`src/rtl/audio_level_accumulator_if.sv`:
```
// Sample-in / level-out bundle between the audio front end and the level accumulator.
// The master side feeds samples and enable; the slave side publishes the block statistics.
interface audio_level_accumulator_if #(
  parameter int SAMPLE_W = 8
) ();
  logic                enable;
  logic                sample_valid;
  logic [SAMPLE_W-1:0] sample_data;
  logic [SAMPLE_W-1:0] level_avg;
  logic [SAMPLE_W-1:0] level_peak;
  logic                level_strobe;
  logic [7:0]          block_count;

  modport master (
    output enable, sample_valid, sample_data,
    input  level_avg, level_peak, level_strobe, block_count
  );

  modport slave (
    input  enable, sample_valid, sample_data,
    output level_avg, level_peak, level_strobe, block_count
  );
endinterface

```
`src/rtl/audio_level_accumulator.sv`:
```
// Accumulates |sample| over blocks of 2**LOG2_N samples and publishes mean and peak
// magnitude with a one-cycle strobe at the end of every complete block.
//
// state | meaning
// IDLE  | disabled; accumulators held at zero, samples ignored
// ACCUM | accumulating magnitudes; block closes on the last valid sample
module audio_level_accumulator #(
  parameter int SAMPLE_W = 8,
  parameter int LOG2_N   = 8
) (
  input logic                  clk,
  input logic                  reset,
  audio_level_accumulator_if.slave bus
);
  localparam int MAG_W = SAMPLE_W + 1;
  localparam int ACC_W = MAG_W + LOG2_N;

  typedef enum logic {IDLE, ACCUM} state_t;

  state_t              state;
  logic [ACC_W-1:0]    acc;
  logic [LOG2_N-1:0]   cnt;
  logic [MAG_W-1:0]    peak_run;
  logic [SAMPLE_W-1:0] level_avg_q;
  logic [SAMPLE_W-1:0] level_peak_q;
  logic                level_strobe_q;
  logic [7:0]          block_count_q;

  logic [MAG_W-1:0]    sample_ext;
  logic [MAG_W-1:0]    mag;
  logic [ACC_W-1:0]    acc_next;
  logic [MAG_W-1:0]    peak_next;
  logic [ACC_W-1:0]    avg_full;
  logic [SAMPLE_W-1:0] avg_sat;
  logic [SAMPLE_W-1:0] peak_sat;
  logic                last_sample;

  // One extra bit so the most-negative sample negates to a positive magnitude.
  assign sample_ext  = {bus.sample_data[SAMPLE_W-1], bus.sample_data};
  assign mag         = sample_ext[MAG_W-1] ? (~sample_ext + 1'b1) : sample_ext;
  assign acc_next    = acc + ACC_W'(mag);
  assign peak_next   = (mag > peak_run) ? mag : peak_run;
  assign avg_full    = acc_next >> LOG2_N;
  assign avg_sat     = (|avg_full[ACC_W-1:SAMPLE_W]) ? '1 : avg_full[SAMPLE_W-1:0];
  assign peak_sat    = peak_next[SAMPLE_W] ? '1 : peak_next[SAMPLE_W-1:0];
  assign last_sample = (cnt == '1);

  always_ff @(posedge clk) begin
    if (reset) begin
      state          <= IDLE;
      acc            <= '0;
      cnt            <= '0;
      peak_run       <= '0;
      level_avg_q    <= '0;
      level_peak_q   <= '0;
      level_strobe_q <= 1'b0;
      block_count_q  <= '0;
    end else begin
      level_strobe_q <= 1'b0;
      case (state)
        IDLE: begin
          acc      <= '0;
          cnt      <= '0;
          peak_run <= '0;
          if (bus.enable) state <= ACCUM;
        end
        ACCUM: begin
          // Enable wins over a coincident sample: the partial block is dropped.
          if (!bus.enable) begin
            state    <= IDLE;
            acc      <= '0;
            cnt      <= '0;
            peak_run <= '0;
          end else if (bus.sample_valid) begin
            if (last_sample) begin
              level_avg_q    <= avg_sat;
              level_peak_q   <= peak_sat;
              level_strobe_q <= 1'b1;
              block_count_q  <= block_count_q + 8'd1;
              acc            <= '0;
              cnt            <= '0;
              peak_run       <= '0;
            end else begin
              acc      <= acc_next;
              cnt      <= cnt + 1'b1;
              peak_run <= peak_next;
            end
          end
        end
        default: state <= IDLE;
      endcase
    end
  end

  assign bus.level_avg    = level_avg_q;
  assign bus.level_peak   = level_peak_q;
  assign bus.level_strobe = level_strobe_q;
  assign bus.block_count  = block_count_q;
endmodule
```
`src/flat_wrapper.sv`:
```
// flat-port wrapper written by rule: the top's interface ports become plain ports
module audio_level_accumulator_flat 
#(
  parameter int SAMPLE_W = 8,
  parameter int LOG2_N   = 8
)
  (clk, reset, bus_enable, bus_sample_valid, bus_sample_data, bus_level_avg, bus_level_peak, bus_level_strobe, bus_block_count);
  audio_level_accumulator_if #(.SAMPLE_W(SAMPLE_W)) bus_i ();
  input logic clk;
  input logic reset;
  input wire logic [$bits(bus_i.enable)-1:0] bus_enable;
  input wire logic [$bits(bus_i.sample_valid)-1:0] bus_sample_valid;
  input wire logic [$bits(bus_i.sample_data)-1:0] bus_sample_data;
  output wire logic [$bits(bus_i.level_avg)-1:0] bus_level_avg;
  output wire logic [$bits(bus_i.level_peak)-1:0] bus_level_peak;
  output wire logic [$bits(bus_i.level_strobe)-1:0] bus_level_strobe;
  output wire logic [$bits(bus_i.block_count)-1:0] bus_block_count;
  assign bus_i.enable = bus_enable;
  assign bus_i.sample_valid = bus_sample_valid;
  assign bus_i.sample_data = bus_sample_data;
  assign bus_level_avg = bus_i.level_avg;
  assign bus_level_peak = bus_i.level_peak;
  assign bus_level_strobe = bus_i.level_strobe;
  assign bus_block_count = bus_i.block_count;
  audio_level_accumulator #(.SAMPLE_W(SAMPLE_W), .LOG2_N(LOG2_N)) u_core (.clk(clk), .reset(reset), .bus(bus_i));
endmodule
```
`config.mk`:
```
export PLATFORM = sky130hd
export DESIGN_NAME = audio_level_accumulator_flat
export DESIGN_NICKNAME = d
export VERILOG_FILES = /design/src/rtl/audio_level_accumulator_if.sv /design/src/rtl/audio_level_accumulator.sv /design/src/flat_wrapper.sv
export SDC_FILE = /design/constraint.sdc
export NUM_CORES = 1
export LEC_CHECK = 0
export ABC_AREA = 0
export BUFFER_PORTS_ARGS = -buffer_cell sky130_fd_sc_hd__buf_4
export CAP_MARGIN = 20
export CELL_PAD_IN_SITES_DETAIL_PLACEMENT = 1
export CELL_PAD_IN_SITES_GLOBAL_PLACEMENT = 1
export CORE_UTILIZATION = 45
export DETAILED_ROUTE_END_ITERATION = 10
export HOLD_SLACK_MARGIN = 0.12
export PLACE_DENSITY_LB_ADDON = 0.08
export SLEW_MARGIN = 40
export SYNTH_ARGS = -nofsm -noshare
export SYNTH_HDL_FRONTEND = slang
export SYNTH_SLANG_ARGS = --single-unit
```
`constraint.sdc`:
```
create_clock -name clk -period 3.1 [get_ports clk]
set_input_delay 0.155 -clock clk [delete_from_list [all_inputs] [get_ports clk]]
set_output_delay 0.155 -clock clk [all_outputs]
set_load 0.05 [all_outputs]
```
==> results.md, run 1 <==
* Worst Skew at around 0.0093 ns
* WL met1 at ~3900 um
* Width of the die at slightly below 90 um
* Endpoints failing setup at 0
* Grt total ovfl at 0
* Post-route setup TNS at 0 ns
* Ys async rst share at 0%
* Most common cell after layout, fill and taps aside: dfxtp_1
* Worst rel slew slack at 53.1%
* Hold Crit Class: in -> reg
* Reg2reg end: u_core.bus.level_avg[7]
* Pwr per Cell Area at about 420 nW/um^2
* MaxCap Viol Count at 0
* Routed WL at slightly below 9000 um
* Hold path depth at 3
* CP required at between 3 and 4 ns
* Most used DFF post-synth: dfxtp_1
* Area leader, netlist: dfxtp_1
* Starting DRC count in detailed routing at roughly 100
* Post-CTS Setup Repair Bufs at 0
* Top layer used by detailed routing: met4
* Synth top area cells: dfxtp_1 (35%), ha_1 (8.4%), nor2_1 (4.9%)
* Post-synth top area share at between 30% and 40%
* Reg2Reg Depth at 9
* Crit Path Max Fanout at 8
* Antenna cells at 0
* Fin. Hold Viols at 0
* Worst Tran Pin Value at roughly 0.7 ns
* Synth Register Bits at 60
* Area grow syn2layout at 16.9%
* Netlist Area Pre-Place at 3420 um^2
* CTS tree: built
* Longest Clk Path Bufs at 2
* Number of synthesized flops with an enable pin at 0
* Synth cell types at 57
* Commonest non-fill, non-tap cells in the layout: dfxtp_1 (60), nor2_1 (45), buf_4 (43)
* Max Slew Vio Count at 0
* Status: finished clean
* Multi-input logic area at between 2000 and 2500 um^2
* Cells after Synth at 376
* Die height at around 89 um
* Worst-Skew Late Latency at 0.35 ns
* Worst VDD drop at roughly 180 uV
* Tmin final at between 2 and 3 ns
* Critical path endpoint category: flop
* FF-to-FF Start: u_core.acc[0]
* Data arrival, critical path at approximately 2.9 ns
* FMAX at 375 MHz
* CP Launch Type: input pin
* Register area at around 1200 um^2
* Vias/cell at ~5.7
* Hold wc startpoint: bus_sample_data[0]
* Hold EP: u_core.peak_run[0]
* Vias in the first global route at between 2,000 and 3,000
* Ports at 37
* Ys Warns at 0
* Tot GR Track Use at 23.5%
* Ratio of cells with drive above 1 in the final layout at 21.0%
* Placer's final routability congestion estimate at ~0.8
* WL/cell at around 17 um
* Leak pwr at between 1.5 and 2 nW
* Nets at around 450
* Met2 WL at between 4000 and 5000 um
* Post-route ant nets at 0
* Clock sink total at 60
* Die Area at 7960 um^2
* Post_cts resized at 0
* DRC viols at 0
* First-pass GRT wire length at ~14,000 um
* RSZ-0062 raised after global routing: false
* Wire length on met3 at about 290 um
* Register area share after synthesis at 35.1%
* First-pass DRT Iterations at 4
* CTS root buf: clkbuf_8
* Final Hold Slack at roughly 0.23 ns
* Mean Syn Cell Area at just over 9 um^2
* Initial antenna violation count at 0
* Largest net degree at the start of global routing at 65
* CTS Buf Count at 9
* Via count at just under 3,000
* Critical path class: in -> reg
* Input/output buffers at 36
* Fill count at between 800 and 900
* Starting Density at around 47%
* Slack of the worst reg-to-reg path at just under 0.8 ns
* CTS clk-pin slew, worst paths at around 0.070 ns
* H-tree levels at 3
* Cell Rows at 31
* Post-DP HPWL at roughly 6200 um
* CORE AREA at about 7300 um^2
* Tcrit/Tclk final at between 80% and 90%
metrics by stage:
stage / instances / util (%) / instance area [um^2] / total power, mW / setup slack (ns)
3_5_place_dp: 503 / 52.1 / 3800 / 0.988 / 0.145
6_report: 519 / 54.9 / 4000 / 1.69 / 0.434
3_3_place_gp: 503 / 52.1 / 3800 / 0.981 / 0.251
4_1_cts: 519 / 54.9 / 4000 / 1.70 / 0.493
2_1_floorplan: 377 / - / 3430 / 0.931 / 0.637
5_1_grt: 519 / 54.9 / 4000 / 1.76 / 0.286
how the worst max path moves through the flow:
stage / end / startpoint / cells past startpoint
floorplan: u_core.bus.level_peak[7] / bus_sample_data[0] / 12
global route: u_core.bus.level_avg[7] / bus_sample_data[0] / 12
CTS: u_core.bus.level_avg[7] / bus_sample_data[0] / 12
global placement: u_core.bus.level_avg[0] / bus_sample_data[0] / 12
detailed placement: u_core.bus.level_avg[3] / bus_sample_data[0] / 12
finish: u_core.bus.level_avg[7] / bus_sample_data[0] / 12
timing repair:
item                                   CTS  global route
setup endpoints to repair                0             0
hold buffers                             1             0
endpoints found under the hold margin    1             0
logic make-up after synthesis:
group                      Yosys count  synth area share [%]
buffers and inverters               32                  3.95
other                                1                 0.110
AOI/OAI and AO/OA                   89                  21.7
DFF                                 60                  35.1
xor gates and xnor gates            30                  7.68
adders and majority gates           24                  8.99
muxes                                8                  2.34
and+or+nand+nor                    132                  20.1
worst max-delay path, stage by stage:
cell	delay, ns
buf_4	0.11
inv_1	0.09
ha_1	0.24
nand2b_1	0.17
xnor2_1	0.40
ha_1	0.37
and3b_1	0.24
o211ai_4	0.25
nand3b_4	0.16
a21o_1	0.19
a21oi_2	0.34
a211oi_1	0.14
sequential cells by signal (all words and copies together) (netlist names):
| register | flops |
|---|---|
| u_core.bus.level_strobe | 1 |
| u_core.peak_run | 9 |
| u_core.acc | 17 |
| u_core.state | 1 |
| u_core.bus.level_peak | 8 |
| u_core.cnt | 8 |
| u_core.bus.block_count | 8 |
| u_core.bus.level_avg | 8 |
power breakdown:
| group | switching, mW | internal [mW] |
|---|---|---|
| clock network | 0.326 | 0.388 |
| registers | 0.00232 | 0.774 |
| logic | 0.119 | 0.0767 |
cells in the mapped netlist, types with 3 or more instances:
cell type / n
xnor2_1: 14
nand4_1: 9
xor2_1: 16
mux2i_1: 8
buf_2: 6
a21oi_2: 7
a21oi_1: 15
nor3_1: 7
nand3_1: 15
o21ai_1: 4
nor2_1: 45
a22oi_1: 6
nand2b_1: 8
dfxtp_1: 60
a31oi_1: 6
clkbuf_1: 7
o32ai_2: 6
or3_1: 3
and4_1: 4
a21o_1: 7
a211oi_1: 17
nand2_1: 23
inv_1: 16
a311oi_1: 6
ha_1: 23
layer usage:
metal	track usage [%]	vias up
met1	28.7	1451
met2	41.1	51
met4	9.09	0
met3	4.43	16
li1	-	1444
met5	0	-
layout make-up:
type	instances	area share [%]
clock buffer	11	3.53
tap	99	3.10
sequential	60	30.0
timing repair buffer	44	8.32
inverter	16	1.50
clock inverter	4	1.25
multi-input combinational	285	52.3
Power figures use the tool's default switching activity.
==> inputs of run 2 (changes only) <==
--- a/config.mk
+++ b/config.mk
@@ -13,7 +13,7 @@
 export CORE_UTILIZATION = 45
 export DETAILED_ROUTE_END_ITERATION = 10
 export HOLD_SLACK_MARGIN = 0.12
-export PLACE_DENSITY_LB_ADDON = 0.08
+export PLACE_DENSITY = 0.9
 export SLEW_MARGIN = 40
 export SYNTH_ARGS = -nofsm -noshare
 export SYNTH_HDL_FRONTEND = slang
==> results.md, run 2 (synthesis gave the netlist of run 1 again) <==
* Status: finished clean
* Reg with most FFs: u_core.acc
* CORE AREA at 7290 um^2 (unchanged)
* Fill count at 881 (-0.90%)
* Die Area at 7960 um^2 (unchanged)
* Ratio of cells with drive above 1 in the final layout at 21.6% (+0.66 points)
* Reg2Reg Depth at 9 (unchanged)
* Slack of the worst reg-to-reg path at 0.69 ns (-0.08 ns)
* Worst Skew at 0.00733 ns (-0.00197 ns)
* Post_cts resized at 0 (unchanged)
* Tmin final at 2.90 ns (+0.234 ns)
* Area after DPL at 3800 um^2 (unchanged)
* Worst rel slew slack at 52.9% (-0.27 points)
* Width of the die at 89.2 um (unchanged)
* Worst-Skew Late Latency at 0.34 ns (about the same)
* Post-route ant nets at 0 (unchanged)
* Tcrit/Tclk final at 93.5% (+7.5 points)
* Reg2reg end: u_core.bus.level_avg[0]
* Starting Density at 46.9% (unchanged)
* Post-DP HPWL at 6500 um (+4.1%)
* Max Slew Vio Count at 0 (unchanged)
* Commonest non-fill, non-tap cells in the layout: dfxtp_1 (60), nor2_1 (45), buf_4 (43)
* RSZ-0062 raised after global routing: false
* CP cell instances: buf_4 -> nor3_1 -> nand3_1 -> nand2_1 -> xnor2_1 -> ha_1 -> a21oi_1 -> a2bb2oi_2 -> nand3b_4 -> a21o_1 -> a21oi_2 -> a211oi_1
* Longest Clk Path Bufs at 2 (unchanged)
* Cell count after placement at 503 (unchanged)
* Post-CTS Setup Repair Bufs at 0 (unchanged)
* Regs by FF count: u_core.acc: 17 flops, u_core.peak_run: 9 flops
* First-pass DRT Iterations at 4 (unchanged)
* WL/cell at 18.9 um (+13%)
* Cell Rows at 31 (unchanged)
* Worst VDD drop at 215 uV (+22%)
* Critical path class: in -> reg
* Critical Path End: u_core.bus.level_avg[0]
* H-tree levels at 3 (unchanged)
* Nets at 452 (unchanged)
* Final Core Density at 55.4% (+0.53 points)
* Via count at 3,035 (+2.5%)
* FMAX at 345 MHz (-8.1%)
* Hold wc startpoint: bus_sample_data[0]
* Hold_buf cts at 1 (unchanged)
* Largest net degree at the start of global routing at 65 (unchanged)
* Largest register FFs at 17 (unchanged)
* Antenna cells at 0 (unchanged)
* DRC viols at 0 (unchanged)
* Multi-input logic area at 2100 um^2 (+0.30%)
* Final Hold Slack at 0.220 ns (-0.00942 ns)
* Leak pwr at 1.57 nW (+1.4%)
* CP required at 3.28 ns (about the same)
* Tot Pwr at 1.78 mW (+5.7%)
* Input/output buffers at 36 (unchanged)
* Vias in the first global route at 3,236 (+11%)
* Finished Layout Cells at 520 (+0.19%)
* Slowest-stage cell, CP: a21oi_2
* Post-route setup TNS at 0 ns (unchanged)
* Data arrival, critical path at 3.08 ns (+0.22 ns)
* CP Depth at 12 (unchanged)
* DP Worst Slack at 0.0115 ns (-0.134 ns)
* Placer's final routability congestion estimate at 0.859 (+7.8%)
* Starting DRC count in detailed routing at 159 (+53%)
* Final instance area at 4040 um^2 (+0.97%)
* Most common cell after layout, fill and taps aside: dfxtp_1
* Hold Crit Class: in -> reg
* FF-to-FF Start: u_core.acc[0]
* CTS Buf Count at 9 (unchanged)
* Endpoints failing setup at 0 (unchanged)
* Initial antenna violation count at 0 (unchanged)
* Critical path buffer and inverter count at 1 (-1)
* Die height at 89.2 um (unchanged)
* Fin. Hold Viols at 0 (unchanged)
* Area grow syn2layout at 18.0%
* Grt total ovfl at 0 (unchanged)
* Largest stage delay, worst path at 0.39 ns (about the same)
* Ports at 37 (unchanged)
* CTS clk-pin slew, worst paths at 0.07 ns (about the same)
* MaxCap Viol Count at 0 (unchanged)
* Register area at 1200 um^2 (unchanged)
* Final worst slack at 0.201 ns (-0.234 ns)
* CP Launch Type: input pin
* Vias/cell at 5.84 (+2.3%)
* Clock sink total at 60 (unchanged)
* Delay-heaviest family, CP: compound AO/OA/AOI/OAI gates
* Tot GR Track Use at 26.3% (+2.8 points)
* Routed WL at 9840 um (+13%)
* First-pass GRT wire length at 15,800 um (+12%)
* CTS root buf: clkbuf_8
* Critical Path Source: bus_sample_data[2]
* Worst Tran Pin Value at 0.707 ns (+0.00413 ns)
* CTS tree: built
* Crit Path Max Fanout at 8 (unchanged)
* Pwr per Cell Area at 441 nW/um^2 (+4.7%)
* Critical path endpoint category: flop
run 2: tightest hold or removal path: cells and delay by family:
family	cells	cell delay (ns)
and+or+nand+nor	1	0.08
buffers and inverters	1	0.11
adders and majority gates	1	0.13
AOI/OAI and AO/OA	1	0.06
run 2: worst min path at each step:
| stage | cells after the start | slack (ns) | end |
|---|---|---|---|
| global route | 4 | 0.25 | u_core.acc[0] |
| CTS | 4 | 0.22 | u_core.acc[0] |
| floorplan | 1 | 0.28 | u_core.state |
| finish | 4 | 0.22 | u_core.acc[0] |
| global placement | 2 | 0.41 | u_core.state |
| detailed placement | 2 | 0.45 | u_core.state |
run 2: final cells by class:
class | count | area share, %
tap | 99 | 3.07
clock buffer | 10 | 3.41
timing repair buffer | 44 | 8.24
sequential | 60 | 29.7
inverter | 16 | 1.49
multi-input combinational | 285 | 51.9
clock inverter | 6 | 2.14
run 2: power breakdown:
group	total [mW]	internal, mW	switching [mW]
Sequential	0.777	0.773	0.00307
Clock	0.803	0.474	0.328
Combinational	0.203	0.0770	0.126
Total	1.78	1.32	0.458
run 2: per-layer routing:
layer	global-route usage [%]	wire length, um
met5	0	0
met4	11.1	255
met3	3.79	259
met2	48.6	5140
met1	30.2	4180
